==> config.mk <==
export PLATFORM = sky130hd
export DESIGN_NAME = bw_input_conditioner
export DESIGN_NICKNAME = d
export VERILOG_FILES = /design/src/rtl/bw_input_conditioner.sv
export SDC_FILE = /design/constraint.sdc
export NUM_CORES = 1
export LEC_CHECK = 0
export ABC_AREA = 1
export BUFFER_PORTS_ARGS = -buffer_cell sky130_fd_sc_hd__clkbuf_2
export CAP_MARGIN = 30
export CORE_ASPECT_RATIO = 0.7
export CORE_MARGIN = 8
export CORE_UTILIZATION = 55
export CTS_BUF_LIST = sky130_fd_sc_hd__clkbuf_16
export DETAILED_ROUTE_END_ITERATION = 8
export PLACE_DENSITY = 0.74
export RECOVER_POWER = 25
export SYNTH_ARGS = -nofsm -noshare
export SYNTH_HDL_FRONTEND = slang
export SYNTH_SLANG_ARGS = --single-unit
==> constraint.sdc <==
create_clock -name clk_12 -period 3.4 [get_ports clk_12]
set_input_delay 0.68 -clock clk_12 [delete_from_list [all_inputs] [get_ports clk_12]]
set_output_delay 0.68 -clock clk_12 [all_outputs]
set_load 0.02 [all_outputs]
==> src/rtl/bw_input_conditioner.sv <==
// Cabinet input front end: 3 kHz tick/clock, 2-flop synchronisers, per-bit debounce,
// coin pulse shaping and per-game packing of the core's input_0/3/4 bytes.
module bw_input_conditioner #(
  parameter int CLK_HZ           = 12000000,
  parameter int TICK_HZ          = 3000,
  parameter int DEB_TICKS        = 4,
  parameter int COIN_PULSE_TICKS = 96,
  parameter int COIN_GAP_TICKS   = 96
) (
  input  logic        clk_12,
  input  logic        RESET_L,
  input  logic [1:0]  mod_sel,
  input  logic [11:0] joy_raw,
  input  logic [1:0]  diag_sw,
  output logic        clk3k,
  output logic        coin_pulse,
  output logic [7:0]  input_0,
  output logic [7:0]  input_3,
  output logic [7:0]  input_4
);

  localparam int HALF     = CLK_HZ / (2 * TICK_HZ);
  localparam int DIV_W    = (HALF > 1) ? $clog2(HALF) : 1;
  localparam int DEB_W    = $clog2(DEB_TICKS + 1);
  localparam int CNT_MAX  = (COIN_PULSE_TICKS > COIN_GAP_TICKS) ? COIN_PULSE_TICKS : COIN_GAP_TICKS;
  localparam int CNT_W    = (CNT_MAX > 1) ? $clog2(CNT_MAX) : 1;
  // Conditioned bits: [10:0] joy_raw[10:0], [11] diag_sw[0], [12] diag_sw[1].
  localparam int NB       = 13;
  localparam int COIN_BIT = 10;

  typedef enum logic [1:0] {IDLE, PULSE, GAP} coin_state_t;

  logic [DIV_W-1:0] div;
  logic             div_tc;
  logic             tick;
  logic [NB-1:0]    sync_p0;
  logic [NB-1:0]    sync_p1;
  logic [NB-1:0]    deb;
  logic [DEB_W-1:0] deb_cnt [NB];
  coin_state_t      state;
  coin_state_t      state_nxt;
  logic [CNT_W-1:0] cnt;
  logic [CNT_W-1:0] cnt_nxt;
  logic             coin_prev;
  logic             armed;
  logic             coin_rise;
  logic             unused_ok;

  assign unused_ok = joy_raw[11];

  function automatic logic [23:0] pack_bytes(input logic [1:0] m, input logic [9:0] j,
                                             input logic [1:0] dg, input logic c, input logic ck);
    logic [7:0] b0;
    logic [7:0] b3;
    logic [7:0] b4;
    b0 = {ck, 1'b0, ~dg[0], ~dg[1], 1'b1, 1'b1, ~c, 1'b1};
    b3 = 8'hFF;
    b4 = 8'hFF;
    case (m)
      2'd0: begin
        b3 = {4'hF, ~j[3], ~j[2], ~j[1], ~j[0]};
        b4 = {1'b1, ~j[9], ~j[8], 1'b1, ~j[7], ~j[6], ~j[5], ~j[4]};
      end
      2'd1: begin
        b3 = {3'b111, ~j[5], ~j[1], ~j[0], ~j[4], ~j[6]};
        b4 = {1'b1, ~j[9], ~j[8], 5'b11111};
      end
      2'd2: begin
        b3 = {1'b0, j[9], j[8], j[5], j[6], j[4], j[0], j[1]};
        b4 = 8'hFF;
      end
      default: b0 = 8'hFF;
    endcase
    return {b0, b3, b4};
  endfunction

  assign div_tc = (div == DIV_W'(HALF - 1));
  assign tick   = div_tc & ~clk3k;

  always_ff @(posedge clk_12 or negedge RESET_L) begin
    if (!RESET_L) begin
      div   <= '0;
      clk3k <= 1'b0;
    end else if (div_tc) begin
      div   <= '0;
      clk3k <= ~clk3k;
    end else begin
      div <= div + 1'b1;
    end
  end

  // Stage p0/p1: two-flop synchroniser for every asynchronous cabinet bit
  always_ff @(posedge clk_12 or negedge RESET_L) begin
    if (!RESET_L) begin
      sync_p0 <= '0;
      sync_p1 <= '0;
    end else begin
      sync_p0 <= {diag_sw, joy_raw[10:0]};
      sync_p1 <= sync_p0;
    end
  end

  // Debounce: a bit must disagree with its debounced value for DEB_TICKS ticks to flip
  always_ff @(posedge clk_12 or negedge RESET_L) begin
    if (!RESET_L) begin
      deb <= '0;
      for (int i = 0; i < NB; i++) deb_cnt[i] <= '0;
    end else begin
      for (int i = 0; i < NB; i++) begin
        if (sync_p1[i] == deb[i]) begin
          deb_cnt[i] <= '0;
        end else if (tick) begin
          if (deb_cnt[i] == DEB_W'(DEB_TICKS - 1)) begin
            deb[i]     <= ~deb[i];
            deb_cnt[i] <= '0;
          end else begin
            deb_cnt[i] <= deb_cnt[i] + 1'b1;
          end
        end
      end
    end
  end

  // A coin held through reset must be seen released (at a tick, after the
  // synchroniser has refilled) before any rise is honoured.
  assign coin_rise = deb[COIN_BIT] & ~coin_prev & armed;

  always_comb begin
    state_nxt = state;
    cnt_nxt   = cnt;
    case (state)
      IDLE: begin
        if (coin_rise) begin
          state_nxt = PULSE;
          cnt_nxt   = CNT_W'(COIN_PULSE_TICKS - 1);
        end
      end
      PULSE: begin
        if (tick) begin
          if (cnt == '0) begin
            state_nxt = GAP;
            cnt_nxt   = CNT_W'(COIN_GAP_TICKS - 1);
          end else begin
            cnt_nxt = cnt - 1'b1;
          end
        end
      end
      GAP: begin
        if (tick && (cnt != '0)) cnt_nxt = cnt - 1'b1;
        if ((cnt == '0) && !deb[COIN_BIT]) state_nxt = IDLE;
      end
      default: begin
        state_nxt = IDLE;
        cnt_nxt   = '0;
      end
    endcase
  end

  always_ff @(posedge clk_12 or negedge RESET_L) begin
    if (!RESET_L) begin
      state      <= IDLE;
      cnt        <= '0;
      coin_prev  <= 1'b0;
      armed      <= 1'b0;
      coin_pulse <= 1'b0;
    end else begin
      state      <= state_nxt;
      cnt        <= cnt_nxt;
      coin_prev  <= deb[COIN_BIT];
      coin_pulse <= (state_nxt == PULSE);
      if (tick && !sync_p1[COIN_BIT]) armed <= 1'b1;
    end
  end

  // Stage p2: registered per-game packing; mod_sel is used directly, no retiming
  always_ff @(posedge clk_12 or negedge RESET_L) begin
    if (!RESET_L) begin
      input_0 <= 8'h3F;
      input_3 <= 8'hFF;
      input_4 <= 8'hFF;
    end else begin
      {input_0, input_3, input_4} <= pack_bytes(mod_sel, deb[9:0], deb[12:11], coin_pulse, clk3k);
    end
  end

endmodule

==> qor.csv, run 1 <==
metric,value,unit
Multi-input gate area,1813,µm²
die area,12920,µm²
vias in the first global route,3952,
DPL Wire Length,6.732,mm
CP Data Required Time,3.69,ns
Tcrit/Tclk final,0.6943,
Leak,3.267,nW
net switching fraction of the power,0.2128,
H-tree levels,4,
RD Place Congestion,0.8509,
PD cells,548.3,nW/µm²
FF-to-FF Start,div[0]$_DFF_PN0_,
cell area after layout,6095,µm²
All-Layer GR Usage,0.1685,
via/cell ratio,5.153,
Switch Pwr,711.2,µW
Slew headroom,0.5773,
"Hold Vio Cnt, Final",0,
status,completed,
I/O pin cnt,44,
setup TNS,0,ns
nets@finish,639,
CTS Sinks,121,
share of cells above drive strength 1,0.1648,
Peak Freq,0.4236,GHz
DRC marker count from the first detailed-route iteration,304,
Crit Path Category,reg2reg,
flop-to-flop setup slack,1.04,ns
first-pass GRT wire length,17.62,mm
"most common cell after layout, fill and taps aside",nand2_1,
grt met3 use,0.06095,
CP Launch Type,register,
minimum clock period,2.361,ns
wire per inst,13.79,µm
most frequent cells in the layout,"nand2_1, dfrtp_1, inv_1",
Chip Height,97.54,µm
Final Util,0.6665,
asr flop ratio synth,1.000,
"EDFF count, synth",0,
max cap viols,0,
drt pass-1 iters,5,
Slew Limit Fails,0,
unrepaired setup endpoints after global routing,false,
Final ANT Viol Nets,0,
Pint,2.631,mW
# DRC,0,
Setup-failing EPs final,0,
GR Layer Usage met2,0.2813,
Clock Tree Buf Depth,2,
largest net degree at the start of global routing,53,
worst setup margin,1.039,ns
initial antenna violation count,0,
Overflow after GRT,0,
area post-placement,5510,µm²
number of buffers created by CTS,17,
final hold slack,0.2735,ns
via count,3829,
worst slew pin tran,0.6340,ns
storage element area,3049,µm²
port buffer count,37,
Post-CTS Setup Bufs,0,
CP Data Arrival Time,2.65,ns
GR peak layer,met2,
Comb power frac,0.029,
worst-skew pair later-pin latency,0.41,ns
synth warn,0,
Post-Syn Area,5224,µm²
final WL,10.25,mm
CTS tree,done,
cell count after synthesis,557,
reg2reg end,deb_cnt[4]$_DFFE_PN0P_,
CP endpoint kind,register,
synthesized area per cell,9.378,µm²
Worst Hold Class,in2async,
post-synth cell types,34,
Core ar.,9144,µm²
peak supply drop,0.4713,mV
post_cts resized,0,
number of buffers inserted by hold repair at cts,0,
Worst-path clk slew,0.05,ns
FP Rows,29,
fill cell count,705,
post-place setup slack,1.008,ns
Yosys reg bits,121,
area delta synth->final,16.67,%
Clock Tree Root,clkbuf_16,
GRT met1 Usage,0.1880,
"Max FO, Critical Path",43,
Die Wd,132.5,µm
clock share of power,0.528,
Reg2Reg Depth,7,
Post-Route Skew,0.006209,ns
Initial Utilization,0.5713,
# diodes,0,
Synth Flop Type,dfrtp_1,
sequential share of power,0.443,
post-synthesis sequential area ratio,0.5837,
Yosys cell counts, types with 3 or more instances:
cell      count  share of area
nand2_1     150           0.11
dfrtp_1     104           0.50
inv_1        74          0.053
nor2_1       50          0.036
nand3_1      43          0.041
o21ai_0      22          0.021
dfstp_2      17          0.086
ha_1         15          0.036
xor2_1       15          0.025
o211ai_1     13          0.019
buf_4         8          0.011
a21oi_1       5         0.0048
o21ai_2       4         0.0067
o311ai_0      4         0.0067
buf_2         3         0.0029
nand3b_1      3         0.0043
or2_2         3         0.0036
sequential cells by signal (all words and copies together), names as in the netlist:
register / flops
input_4: 6
div: 11
sync_p0: 13
sync_p1: 13
deb_cnt: 39
state: 2
clk3k: 1
cnt: 7
coin_pulse: 1
input_3: 8
coin_prev: 1
armed: 1
input_0: 5
deb: 13
per-layer routing:
layer | part of all wire | up-vias
li1 | - | 1858
met1 | 0.43 | 1860
met2 | 0.50 | 96
met3 | 0.054 | 15
met4 | 0.015 | 0
met5 | 0 | -
power groups by stage:
| stage | logic (mW) | registers (mW) | clock network [mW] |
|---|---|---|---|
| floorplan | 0.0366 | 1.51 | 0 |
| global placement | 0.0963 | 1.50 | 0 |
| detailed placement | 0.0987 | 1.50 | 0 |
| CTS | 0.0990 | 1.48 | 1.79 |
| global route | 0.110 | 1.48 | 1.86 |
| finish | 0.0965 | 1.48 | 1.76 |
final cells by class:
class,count,share of cell area
sequential,121,0.5003
clock inverter,15,0.02628
timing repair buffer,40,0.03428
clock buffer,17,0.06980
inverter,75,0.04640
multi-input combinational,351,0.2975
tap,124,0.02546
cells by family after synthesis:
kind of cell,Yosys count,share of synthesized area
AND/OR/NAND/NOR,260,0.2122
flip-flops,121,0.5837
buffers and inverters,89,0.07210
AO/OA/AOI/OAI,54,0.06683
XOR/XNOR,17,0.02850
adder cells (fa/ha/maj),15,0.03593
other,1,0.0007179
stage by stage:
stage | std cells | power, mW
2_1_floorplan | 561 | 1.550
3_3_place_gp | 711 | 1.600
3_5_place_dp | 711 | 1.603
4_1_cts | 743 | 3.373
5_1_grt | 743 | 3.455
6_report | 743 | 3.342
worst max path at each step:
stage,start,endpoint,slack (ns),cells after the start
after floorplan,cnt[0]$_DFFE_PN0P_,cnt[0]$_DFFE_PN0P_,1.83,10
after global placement,div[0]$_DFF_PN0_,deb_cnt[10]$_DFFE_PN0P_,1.15,7
after detailed placement,div[0]$_DFF_PN0_,deb_cnt[4]$_DFFE_PN0P_,1.01,7
after CTS,div[0]$_DFF_PN0_,deb_cnt[4]$_DFFE_PN0P_,1.01,7
after global routing,div[0]$_DFF_PN0_,deb_cnt[4]$_DFFE_PN0P_,0.78,7
final,div[0]$_DFF_PN0_,deb_cnt[4]$_DFFE_PN0P_,1.04,7
worst max-delay path, stage by stage, from the launching register on:
cell	delay [ns]
dfrtp_1	0.39
ha_1	0.24
nand3_2	0.12
nor2_4	0.06
nand3_4	0.32
clkinv_2	0.64
nand3b_1	0.33
o21ai_0	0.11
Note: power is estimated with default switching activity, not from simulation.
==> run 2: changes to the inputs <==
--- a/config.mk
+++ b/config.mk
@@ -10,10 +10,10 @@
 export CAP_MARGIN = 30
 export CORE_ASPECT_RATIO = 0.7
 export CORE_MARGIN = 8
-export CORE_UTILIZATION = 55
+export CORE_UTILIZATION = 53
 export CTS_BUF_LIST = sky130_fd_sc_hd__clkbuf_16
 export DETAILED_ROUTE_END_ITERATION = 8
-export PLACE_DENSITY = 0.74
+export PLACE_DENSITY = 0.75
 export RECOVER_POWER = 25
 export SYNTH_ARGS = -nofsm -noshare
 export SYNTH_HDL_FRONTEND = slang
==> constraint.sdc (replaced) <==
create_clock -name clk_12 -period 2 [get_ports clk_12]
set_input_delay 0.4 -clock clk_12 [delete_from_list [all_inputs] [get_ports clk_12]]
set_output_delay 0.4 -clock clk_12 [all_outputs]
set_load 0.02 [all_outputs]
==> run 2 against run 1 <==
  * Via count decreased by 0.55%
  * Sequential cell count stayed put
  * Critical path type unchanged
  * Setup slack lost 0.85 ns
  * Clock power grew 60%
  * Register-to-register slack lost 0.85 ns
  * Sequential power rose by 70%
  * Hold slack got worse by 0.18 ns
==> qor.csv, run 2 (synthesis results as in run 1) <==
metric,value,unit,change
port buffer count,37,,unchanged
vias in the first global route,3953,,+0.025%
DPL Wire Length,6.683,mm,-0.73%
Power Total,5.491,mW,+64%
minimum clock period,1.807,ns,-0.5533 ns
initial antenna violation count,0,,unchanged
status,completed,,
area post-placement,5590,µm²,+1.5%
clock share of power,0.511,,-0.017
All-Layer GR Usage,0.1651,,-0.003426
CP Launch Type,register,,
CP Data Required Time,2.34,ns,-1.35 ns
Final ANT Viol Nets,0,,unchanged
CP endpoint kind,register,,
Setup-failing EPs final,0,,unchanged
CP Data Arrival Time,2.15,ns,-0.50 ns
"most common cell after layout, fill and taps aside",nand2_1,,
most frequent CP cell,nand2_1,,
largest net degree at the start of global routing,52,,-1.9%
Comb power frac,0.031,,+0.002
GRT met1 Usage,0.2013,,+0.01326
critical-path cell list,"inv_1, ha_1, nand2_1, nor2_1, nand2_1, nand4_1, nand2_1, nand2_2, nand2_1, nand2_1",,
sequential share of power,0.458,,+0.015
GR Layer Usage met2,0.2593,,-0.02198
Overflow after GRT,0,,unchanged
Slew Limit Fails,0,,unchanged
area delta synth->final,17.72,%,
Post-Route Skew,0.007155,ns,+0.0009465 ns
"Max FO, Critical Path",8,,-81%
peak supply drop,0.6197,mV,+31%
I/O pin cnt,44,,unchanged
"Most flops, register",deb_cnt,,
Core ar.,9647,µm²,+5.5%
setup TNS,0,ns,unchanged
Chip Height,99.06,µm,+1.6%
source of the worst hold timing path,joy_raw[6],,
cell area after layout,6150,µm²,+0.90%
share of cells above drive strength 1,0.1712,,+0.006418
Switch Pwr,1.244,mW,+75%
DRC marker count from the first detailed-route iteration,266,,-13%
Crit Path Category,reg2reg,,
Tcrit/Tclk final,0.9037,,+0.2094
Final Util,0.6375,,-0.02905
H-tree levels,4,,unchanged
"Hold Vio Cnt, Final",0,,unchanged
worst slew pin tran,0.8953,ns,+0.2613 ns
Worst Hold Class,in2reg,,
CP Launch Point,cnt[0]$_DFFE_PN0P_,,
unrepaired setup endpoints after global routing,false,,
first-pass GRT wire length,17.66,mm,+0.28%
CTS Sinks,121,,unchanged
die area,13340,µm²,+3.2%
Initial Utilization,0.5415,,-0.02979
worst-skew pair later-pin latency,0.41,ns,about the same
CTS tree,done,,
critical path's slowest cell,dfrtp_1,,
Slew headroom,0.4031,,-0.1742
Die Wd,134.7,µm,+1.6%
most frequent cells in the layout,"nand2_1, dfrtp_1, inv_1",,
reg2reg end,cnt[2]$_DFFE_PN0P_,,
grt met3 use,0.05894,,-0.002007
via/cell ratio,5.057,,-1.9%
crit-path max cell delay,0.39,ns,-0.25 ns
Pint,4.247,mW,+61%
Clock Tree Buf Depth,2,,unchanged
Leak,3.292,nW,+0.76%
via count,3808,,-0.55%
max cap viols,0,,unchanged
Clock Tree Root,clkbuf_16,,
net switching fraction of the power,0.2266,,+0.01380
# DRC,0,,unchanged
Hold Path Cell Cnt,1,,
number of buffers created by CTS,17,,unchanged
Worst Hold Path EP,sync_p0[6]$_DFF_PN0_,,
RD Place Congestion,0.8569,,+0.71%
FP Rows,30,,+3.4%
dpl cells,720,,+1.3%
# diodes,0,,unchanged
final instance count without filler cells,753,,+1.3%
max FFs per register,39,,unchanged
nets@finish,645,,+0.94%
Reg2Reg Depth,10,,+3
PD cells,892.9,nW/µm²,+63%
Worst-path clk slew,0.06,ns,about the same
FF-to-FF Start,cnt[0]$_DFFE_PN0P_,,
flop-to-flop setup slack,0.19,ns,-0.85 ns
final WL,9.828,mm,-4.1%
GR peak layer,met2,,
drt pass-1 iters,5,,unchanged
wire per inst,13.05,µm,-5.4%
Peak Freq,0.5533,GHz,+31%
## run 2: how the worst max path moves through the flow
stage | cells past startpoint | to
6_report | 10 | cnt[2]$_DFFE_PN0P_
4_1_cts | 8 | deb_cnt[28]$_DFFE_PN0P_
5_1_grt | 10 | cnt[3]$_DFFE_PN0P_
3_3_place_gp | 8 | deb_cnt[27]$_DFFE_PN0P_
3_5_place_dp | 8 | deb_cnt[28]$_DFFE_PN0P_
2_1_floorplan | 10 | cnt[0]$_DFFE_PN0P_
## run 2: worst max-delay path: cells and delay by family (launching register included)
family                     cells  cell delay (ns)
buffers and inverters          1             0.10
adders and majority gates      1             0.24
DFF                            1             0.39
and+or+nand+nor                8             1.01
## run 2: layout make-up
cell class / count / area (µm²)
multi-input cells: 351 / 1813
clock inverters: 15 / 127.6
repair buffers: 46 / 291.5
clock buffers: 17 / 425.4
flip-flops and latches: 121 / 3049
inverters: 75 / 282.8
fillers: 747 / 3497
well taps: 128 / 160.2
## run 2: power by group through the flow
stage	Combinational, mW	Sequential (mW)	Clock [mW]
final	0.169	2.52	2.81
after CTS	0.175	2.52	2.87
after global placement	0.169	2.56	0
after global routing	0.195	2.52	2.98
after detailed placement	0.173	2.56	0
after floorplan	0.0622	2.57	0
## run 2: per-stage QoR
| step | hold slack, ns | setup WS, ns |
|---|---|---|
| 2_1_floorplan | 0.1044 | 0.4261 |
| 5_1_grt | 0.07172 | 0.03149 |
| 4_1_cts | 0.07556 | 0.1812 |
| 3_5_place_dp | 0.3347 | 0.1822 |
| 6_report | 0.09132 | 0.1927 |
| 3_3_place_gp | 0.3316 | 0.2901 |
## run 2: layer usage
metal  part of all wire  vias up
met5                  0        -
met4              0.012        0
met3              0.061       12
met2               0.48      104
met1               0.45     1824
li1                   -     1868
## run 2: repair_timing
item                                   CTS  global route
resized for setup                        0             0
buffers inserted                         0             0
endpoints found under the hold margin   29             0
hold buffers                             1             0
